### config.mk
export PLATFORM = sky130hd
export DESIGN_NAME = inertial_rd_seq_flat
export DESIGN_NICKNAME = d
export VERILOG_FILES = /design/src/rtl/inertial_rd_seq_if.sv /design/src/rtl/inertial_rd_seq.sv /design/src/flat_wrapper.sv
export SDC_FILE = /design/constraint.sdc
export NUM_CORES = 1
export LEC_CHECK = 0
export ABC_AREA = 1
export CAP_MARGIN = 20
export CORE_MARGIN = 3
export CORE_UTILIZATION = 56
export DETAILED_ROUTE_END_ITERATION = 10
export PLACE_DENSITY = 0.84
export SLEW_MARGIN = 40
export SYNTH_ARGS = -nofsm -noshare
export SYNTH_HDL_FRONTEND = slang
export SYNTH_SLANG_ARGS = --single-unit
### constraint.sdc
create_clock -name clk -period 9 [get_ports clk]
set_clock_uncertainty 0.15 [all_clocks]
set_input_delay 1.35 -clock clk [delete_from_list [all_inputs] [get_ports clk]]
set_output_delay 1.35 -clock clk [all_outputs]
set_load 0.01 [all_outputs]
### src/rtl/inertial_rd_seq_if.sv
// Sensor-sequencer bus: SPI master handshake, interrupt input and decoded outputs.
// "master" is the sequencer side; "slave" is the SPI master / sensor / consumer side.
interface inertial_rd_seq_if;
  logic        INT;
  logic        done;
  logic [15:0] rd_data;
  logic        wrt;
  logic [15:0] cmd;
  logic [15:0] ptch_rt;
  logic [15:0] AZ;
  logic        vld;
  logic        cfg_done;

  modport master (
    input  INT, done, rd_data,
    output wrt, cmd, ptch_rt, AZ, vld, cfg_done
  );

  modport slave (
    output INT, done, rd_data,
    input  wrt, cmd, ptch_rt, AZ, vld, cfg_done
  );
endinterface

### src/rtl/inertial_rd_seq.sv
// Inertial sensor sequencer: one-time SPI register configuration, then a 4-byte
// readout per data-ready interrupt, assembled into signed pitch rate and Z accel.
module inertial_rd_seq #(
  parameter int          INIT_WAIT_BITS = 16,
  parameter logic [15:0] CFG0 = 16'h0D02,
  parameter logic [15:0] CFG1 = 16'h1053,
  parameter logic [15:0] CFG2 = 16'h1150,
  parameter logic [15:0] CFG3 = 16'h1460
) (
  input logic               clk,
  input logic               rst,
  inertial_rd_seq_if.master bus
);

  typedef enum logic [2:0] {
    INIT_WAIT,
    CFG,
    CFG_WAIT,
    IDLE,
    RD,
    RD_WAIT,
    VLD
  } state_t;

  state_t                    state_reg, state_next;
  logic [INIT_WAIT_BITS-1:0] wait_cnt_reg, wait_cnt_next;
  logic [1:0]                idx_reg, idx_next;
  logic [7:0]                byte_reg [4];
  logic [7:0]                byte_next [4];
  logic [15:0]               cmd_reg, cmd_next;
  logic [15:0]               ptch_reg, ptch_next;
  logic [15:0]               az_reg, az_next;
  logic                      cfg_done_reg, cfg_done_next;
  logic                      pending_reg, pending_next;
  logic                      sync1_reg, sync2_reg, sync3_reg;
  logic                      int_rise;
  logic                      wrt;
  logic                      vld;
  logic [7:0]                unused_rd_hi;

  function automatic logic [15:0] cfg_cmd(input logic [1:0] i);
    case (i)
      2'd0:    return CFG0;
      2'd1:    return CFG1;
      2'd2:    return CFG2;
      default: return CFG3;
    endcase
  endfunction

  // Read order: pitch low, pitch high, AZ low, AZ high.
  function automatic logic [15:0] rd_cmd(input logic [1:0] j);
    case (j)
      2'd0:    return 16'hA200;
      2'd1:    return 16'hA300;
      2'd2:    return 16'hAC00;
      default: return 16'hAD00;
    endcase
  endfunction

  assign int_rise     = sync2_reg & ~sync3_reg;
  assign unused_rd_hi = bus.rd_data[15:8];

  always_ff @(posedge clk or posedge rst) begin
    if (rst) begin
      state_reg    <= INIT_WAIT;
      wait_cnt_reg <= '0;
      idx_reg      <= '0;
      for (int k = 0; k < 4; k++) byte_reg[k] <= '0;
      cmd_reg      <= '0;
      ptch_reg     <= '0;
      az_reg       <= '0;
      cfg_done_reg <= 1'b0;
      pending_reg  <= 1'b0;
      sync1_reg    <= 1'b0;
      sync2_reg    <= 1'b0;
      sync3_reg    <= 1'b0;
    end else begin
      state_reg    <= state_next;
      wait_cnt_reg <= wait_cnt_next;
      idx_reg      <= idx_next;
      for (int k = 0; k < 4; k++) byte_reg[k] <= byte_next[k];
      cmd_reg      <= cmd_next;
      ptch_reg     <= ptch_next;
      az_reg       <= az_next;
      cfg_done_reg <= cfg_done_next;
      pending_reg  <= pending_next;
      sync1_reg    <= bus.INT;
      sync2_reg    <= sync1_reg;
      sync3_reg    <= sync2_reg;
    end
  end

  always_comb begin
    state_next    = state_reg;
    wait_cnt_next = wait_cnt_reg;
    idx_next      = idx_reg;
    for (int k = 0; k < 4; k++) byte_next[k] = byte_reg[k];
    cmd_next      = cmd_reg;
    ptch_next     = ptch_reg;
    az_next       = az_reg;
    cfg_done_next = cfg_done_reg;
    pending_next  = pending_reg;
    wrt           = 1'b0;
    vld           = 1'b0;

    // cmd is loaded on entry to CFG/RD so it is already valid in the wrt cycle.
    case (state_reg)
      INIT_WAIT: begin
        wait_cnt_next = wait_cnt_reg + {{(INIT_WAIT_BITS-1){1'b0}}, 1'b1};
        if (&wait_cnt_reg) begin
          state_next = CFG;
          idx_next   = 2'd0;
          cmd_next   = cfg_cmd(2'd0);
        end
      end
      CFG: begin
        wrt        = 1'b1;
        state_next = CFG_WAIT;
      end
      CFG_WAIT: begin
        if (bus.done) begin
          if (idx_reg == 2'd3) begin
            cfg_done_next = 1'b1;
            state_next    = IDLE;
          end else begin
            idx_next   = idx_reg + 2'd1;
            cmd_next   = cfg_cmd(idx_reg + 2'd1);
            state_next = CFG;
          end
        end
      end
      IDLE: begin
        if (int_rise || pending_reg) begin
          pending_next = 1'b0;
          idx_next     = 2'd0;
          cmd_next     = rd_cmd(2'd0);
          state_next   = RD;
        end
      end
      RD: begin
        wrt        = 1'b1;
        state_next = RD_WAIT;
      end
      RD_WAIT: begin
        if (bus.done) begin
          byte_next[idx_reg] = bus.rd_data[7:0];
          if (idx_reg == 2'd3) begin
            // Final byte bypasses its register so outputs are valid in the vld cycle.
            ptch_next  = {byte_reg[1], byte_reg[0]};
            az_next    = {bus.rd_data[7:0], byte_reg[2]};
            state_next = VLD;
          end else begin
            idx_next   = idx_reg + 2'd1;
            cmd_next   = rd_cmd(idx_reg + 2'd1);
            state_next = RD;
          end
        end
      end
      VLD: begin
        vld        = 1'b1;
        state_next = IDLE;
      end
      default: state_next = INIT_WAIT;
    endcase

    if (int_rise && cfg_done_reg &&
        (state_reg == RD || state_reg == RD_WAIT || state_reg == VLD))
      pending_next = 1'b1;
  end

  assign bus.wrt      = wrt;
  assign bus.vld      = vld;
  assign bus.cmd      = cmd_reg;
  assign bus.ptch_rt  = ptch_reg;
  assign bus.AZ       = az_reg;
  assign bus.cfg_done = cfg_done_reg;

endmodule

### src/flat_wrapper.sv
// flat-port wrapper written by rule: the top's interface ports become plain ports
module inertial_rd_seq_flat 
#(
  parameter int          INIT_WAIT_BITS = 16,
  parameter logic [15:0] CFG0 = 16'h0D02,
  parameter logic [15:0] CFG1 = 16'h1053,
  parameter logic [15:0] CFG2 = 16'h1150,
  parameter logic [15:0] CFG3 = 16'h1460
)
  (clk, rst, bus_INT, bus_done, bus_rd_data, bus_wrt, bus_cmd, bus_ptch_rt, bus_AZ, bus_vld, bus_cfg_done);
  inertial_rd_seq_if bus_i ();
  input logic clk;
  input logic rst;
  input wire logic [$bits(bus_i.INT)-1:0] bus_INT;
  input wire logic [$bits(bus_i.done)-1:0] bus_done;
  input wire logic [$bits(bus_i.rd_data)-1:0] bus_rd_data;
  output wire logic [$bits(bus_i.wrt)-1:0] bus_wrt;
  output wire logic [$bits(bus_i.cmd)-1:0] bus_cmd;
  output wire logic [$bits(bus_i.ptch_rt)-1:0] bus_ptch_rt;
  output wire logic [$bits(bus_i.AZ)-1:0] bus_AZ;
  output wire logic [$bits(bus_i.vld)-1:0] bus_vld;
  output wire logic [$bits(bus_i.cfg_done)-1:0] bus_cfg_done;
  assign bus_i.INT = bus_INT;
  assign bus_i.done = bus_done;
  assign bus_i.rd_data = bus_rd_data;
  assign bus_wrt = bus_i.wrt;
  assign bus_cmd = bus_i.cmd;
  assign bus_ptch_rt = bus_i.ptch_rt;
  assign bus_AZ = bus_i.AZ;
  assign bus_vld = bus_i.vld;
  assign bus_cfg_done = bus_i.cfg_done;
  inertial_rd_seq #(.INIT_WAIT_BITS(INIT_WAIT_BITS), .CFG0(CFG0), .CFG1(CFG1), .CFG2(CFG2), .CFG3(CFG3)) u_core (.clk(clk), .rst(rst), .bus(bus_i));
endmodule
**Word level (Yosys, flattened, before mapping)**

Index checks and enable logic that the tools add are counted.

- Bits in writable memories: 0
- Latch bits: 0
- ROM bits: 0
- Register bits after elaboration: 106
- Memories kept: 0
- Output and inout bits: 51
- Logic and storage cells: 90

- Shifts and indexed selects: 0
- Multiply operators: 0
- Equality and inequality tests: 17
- Muxes and demuxes: 29
- Bitwise gates (word level): 3
- Divide/modulo/power cells: 0
- Reductions and logical operators: 22
- Add/sub/neg operators: 2
- Order comparisons: 2

Operators with widths:

| operator | count |
|---|---|
| $mux W16 | 6 |
| $pmux W16 S4 | 1 |
| $pmux W13 S3 | 1 |
| $pmux W12 S3 | 1 |
| $bwmux W32 | 1 |
| $pmux W3 S7 | 1 |
| $add A16 B1 Y16 const B | 1 |
| $demux W8 S2 | 1 |
| $reduce_and A16 Y1 | 1 |
| $mux W2 | 6 |
| $mux W3 | 4 |
| $ne A2 B2 Y1 const B | 5 |
| $eq A3 B3 Y1 const B | 3 |
| $mux W8 | 1 |
| $reduce_and A7 Y1 | 1 |
| $eq A3 B2 Y1 const B | 2 |
| $ne A2 B1 Y1 const B | 3 |
| $pmux W2 S3 | 1 |
| $reduce_and A3 Y1 | 2 |
| $mux W1 | 5 |
| $reduce_and A5 Y1 | 1 |
| $eq A2 B2 Y1 const B | 2 |
| $reduce_and A2 Y1 | 2 |
| $reduce_and A4 Y1 | 1 |
| 16 further kinds | 22 |

**Longest topological paths before layout**

- Word-level depth: 6
- Depth in mapped cells: 10
- Depth with buffers taken out: 8

**Worst setup path before layout**

OpenSTA, ideal clock, no wires.

- Kind: in2reg
- Start: in bus_done
- End: reg u_core.az_reg[0], in the netlist u_core.bus.AZ[0]
- Slack: 6555 ps
- Cell stages on the path: 5
- Path buffers: 1
- Arrival: 2167 ps
- Cells stage by stage: inv_1 > nor2_2 > nand2_1 > buf_2 > mux2_1

- Longest elaborated chain between the ends: 1

RTL lines:

| item | line | source |
|---|---|---|
| start: declaration | flat_wrapper.sv:15 | `input wire logic [$bits(bus_i.done)-1:0] bus_done;` |
| $reduce_and A3 Y1 (no source line) | - |  |
| end signal: assignment | inertial_rd_seq.sv:84 | `az_reg <= az_next;` |
| end: declaration | inertial_rd_seq.sv:32 | `logic [15:0] az_reg, az_next;` |

No other way between the ends.
A chain may end at the register's enable or synchronous reset.

**Worst setup path in the final report**

- Start: reg u_core.state_reg[1]
- End: out bus_vld

- Longest elaborated chain between the ends: 2

RTL lines:

| item | line | source |
|---|---|---|
| start: declaration | inertial_rd_seq.sv:25 | `state_t state_reg, state_next;` |
| start signal: assignment | inertial_rd_seq.sv:78 | `state_reg <= state_next;` |
| $eq A3 B3 Y1 | inertial_rd_seq.sv:107 | `case (state_reg)` |
| $mux W1 | inertial_rd_seq.sv:107 |  |
| end: declaration | flat_wrapper.sv:21 | `output wire logic [$bits(bus_i.vld)-1:0] bus_vld;` |

No other way between the ends.

==> PnR_summary.wiki <==
{| class="wikitable"
! Metric !! Value
|-
| Critical path buffers and inverters || 3
|-
| Post-Layout Cell Count || 562
|-
| Dpl hpwl || 5370 um
|-
| Antenna violations before repair || 0
|-
| Detailed router's first-iteration violation count || 149
|-
| Final worst path period need || 3330 ps
|-
| Crit. End Element || output port
|-
| Number of library cell types mapped by synthesis || 29
|-
| Final weighted congestion of routability-driven global placement || 0.845
|-
| Die outline height || 90.2 um
|-
| Required time of the worst setup path || 7500 ps
|-
| Post-placement cell count || 546
|-
| Residual antenna-violating net count after detailed routing || 0
|-
| Worst hold-check path type || reg -> reg
|-
| Share of the synthesized area in the top cell type || 58.0%
|-
| Final-stage net count || 486
|-
| I/O pin total || 71
|-
| Peak VDD IR || 147 uV
|-
| Skew-Pair Late Insertion Delay || 360 ps
|-
| Gate count after technology mapping || 405
|-
| Final critical-path setup slack || 5670 ps
|-
| Data arrival time at the worst-slack endpoint || 1830 ps
|-
| Post-synthesis to final-layout area growth || 20.5%
|-
| Total negative slack || 0 ps
|-
| Number of iterations in the first detailed-routing pass || 4
|-
| Average instance area after synthesis || 9.81 um^2
|-
| Number of buffers added by the clock tree synthesis step || 9
|-
| Total detailed-routing wirelength || 8010 um
|-
| Cells taking the most area after synthesis || sky130_fd_sc_hd__dfrtp_1 58%, sky130_fd_sc_hd__nand2_1 10%, sky130_fd_sc_hd__mux2_1 6.8%
|-
| Layout cells sized above 1 || 7.08%
|-
| Number of levels the H-tree was split into || 3
|-
| Worst hold slack after final layout || 215 ps
|-
| Hold_buf cts || 0
|-
| Number of global-route vias before repair || 2,947
|-
| Synth warn || 0
|-
| Footprint of the multi-input gates || 1470 um^2
|-
| Transition time at the pin with the least slew margin || 698 ps
|-
| DR DRC count || 0
|-
| Setup bufs post-CTS || 0
|-
| Total power || 1.21 mW
|-
| Count of max-cap constraint violations || 0
|-
| First-pass GRT wire length || 13,600 um
|-
| Share of the clock period used by the worst path after layout || 37.0%
|-
| Register area || 2300 um^2
|-
| Kind of cell with the highest combined delay on the critical path || buffers and inverters
|-
| Setup repair after global routing missed its margin || false
|-
| Wire length per cell after detailed routing || 14.2 um
|-
| Post-synth top area cell || sky130_fd_sc_hd__dfrtp_1
|-
| GRT Residual Overflow || 0
|-
| Core ar. || 6830 um^2
|-
| Count of standard-cell rows || 30
|-
| Top library cells by usage in the layout, fill and taps aside || 111 x sky130_fd_sc_hd__nand2_1, 92 x sky130_fd_sc_hd__dfrtp_1, 58 x sky130_fd_sc_hd__clkdlybuf4s50_1
|-
| Part of the Yosys area used for sequential elements || 58.0%
|-
| Setup Crit Path Kind || reg -> out
|-
| Worst setup SP type || register
|-
| Largest net degree at the start of global routing || 93
|-
| Global Route Usage Sum || 20.5%
|-
| Final setup vio count || 0
|-
| Worst slack after detailed placement || 5750 ps
|-
| Flip-flop count of the largest register after layout || 24
|-
| DIE WIDTH || 90.2 um
|-
| Total power density per cell area || 254 nW/um^2
|-
| Status || complete, no violations
|-
| Clock buffer depth || 2
|-
| Number of hold-slack violations in the final timing report || 0
|-
| Syn Std Cell Area || 3970 um^2
|-
| Slowest stage cell, crit path || sky130_fd_sc_hd__dfrtp_1
|-
| Register bit count reported by yosys || 92
|-
| Post-CTS sizing || 0
|-
| Commonest non-fill, non-tap cell in the layout || sky130_fd_sc_hd__nand2_1
|-
| Clock Sinks || 92
|-
| Normalized max-slew margin || 53.5%
|-
| Pins over their slew limit || 0
|-
| Leakage dissipation || 2.35 nW
|-
| Clock root buffer || sky130_fd_sc_hd__clkbuf_8
|-
| Clock transition at path regs || 90 ps
|-
| Die outline area || 8140 um^2
|-
| Number of vias per cell after detailed routing || 5.19
|-
| Starting density of the core || 58.2%
|-
| Max frequency || 300 MHz
|-
| Maximum net fanout on the critical path || 7
|-
| Largest incremental delay on the critical path || 520 ps
|-
| Clock tree from TritonCTS || built
|-
| Port bufs || 58
|-
| Vias after detailed routing || 2,914
|-
| Worst path cell trace || inv_2 -> nor2_1 -> nand2_1 -> inv_1 -> clkdlybuf4s50_1
|-
| Number of inserted diodes || 0
|-
| Number of fill cells || 532
|}
metal layers:
metal | up-vias | track usage (%) | part of all wire [%]
li1 | 1408 | - | -
met1 | 1414 | 25.6 | 43
met2 | 81 | 35.2 | 50
met3 | 11 | 5.52 | 5.9
met4 | 0 | 6.12 | 1.1
met5 | - | 0 | 0
power breakdown:
part | switching, mW | internal [mW]
Clock | 0.158 | 0.106
Sequential | 0.0663 | 0.495
Combinational | 0.240 | 0.148
synth_stat cells (all sizes together):
cell type	n
a21oi	3
buf	13
clkbuf	5
conb	1
dfrtp	92
ha	5
inv	30
mux2	24
nand2	113
nand3	15
nand4	14
nor2	32
nor3	3
o211ai	1
o21ai	37
o21bai	1
o22ai	1
or2	1
xnor2	6
xor2	8
cell families after synthesis:
| group | after synthesis | share of synthesized area [%] |
|---|---|---|
| buffers and inverters | 48 | 5.39 |
| XOR/XNOR | 14 | 3.09 |
| AND/OR/NAND/NOR | 178 | 19.1 |
| AO/OA/AOI/OAI | 43 | 5.95 |
| flip-flops | 92 | 58.0 |
| other | 1 | 0.0944 |
| multiplexers | 24 | 6.80 |
| adder cells (fa/ha/maj) | 5 | 1.57 |
final timing paths:
kind / startpoint / end / slack, ps / cells past startpoint
max: u_core.state_reg[1] / bus_vld / 5670 / 5
min: u_core.sync1_reg / u_core.sync2_reg / 220 / 0
max reg2reg: u_core.idx_reg[0] / u_core.idx_reg[0] / 6540 / 7
min reg2reg: u_core.sync1_reg / u_core.sync2_reg / 220 / 0
max in group asynchronous: rst / u_core.state_reg[0] / 6820 / 3
min in group asynchronous: rst / u_core.bus.AZ[3] / 1390 / 3
worst reg2reg max path, delay by kind of cell (launching register included):
family	cells	cell delay (ps)
AND/OR/NAND/NOR	6	1420
flip-flops	1	460
adder cells (fa/ha/maj)	1	330
metrics by stage:
step / instance area, um^2 / util [%]
after floorplan: 3980 / -
after global placement: 4600 / 67.3
after detailed placement: 4600 / 67.4
after CTS: 4790 / 70.1
after global routing: 4790 / 70.1
final: 4790 / 70.1
area by class of cell:
| type | instances | share of cell area, % |
|---|---|---|
| multi-input combinational | 268 | 30.7 |
| clock inverter | 6 | 1.15 |
| tap | 96 | 2.51 |
| inverter | 30 | 2.38 |
| timing repair buffer | 60 | 12.6 |
| clock buffer | 10 | 2.67 |
| sequential | 92 | 48.1 |
(Power assumes the default switching activity.)
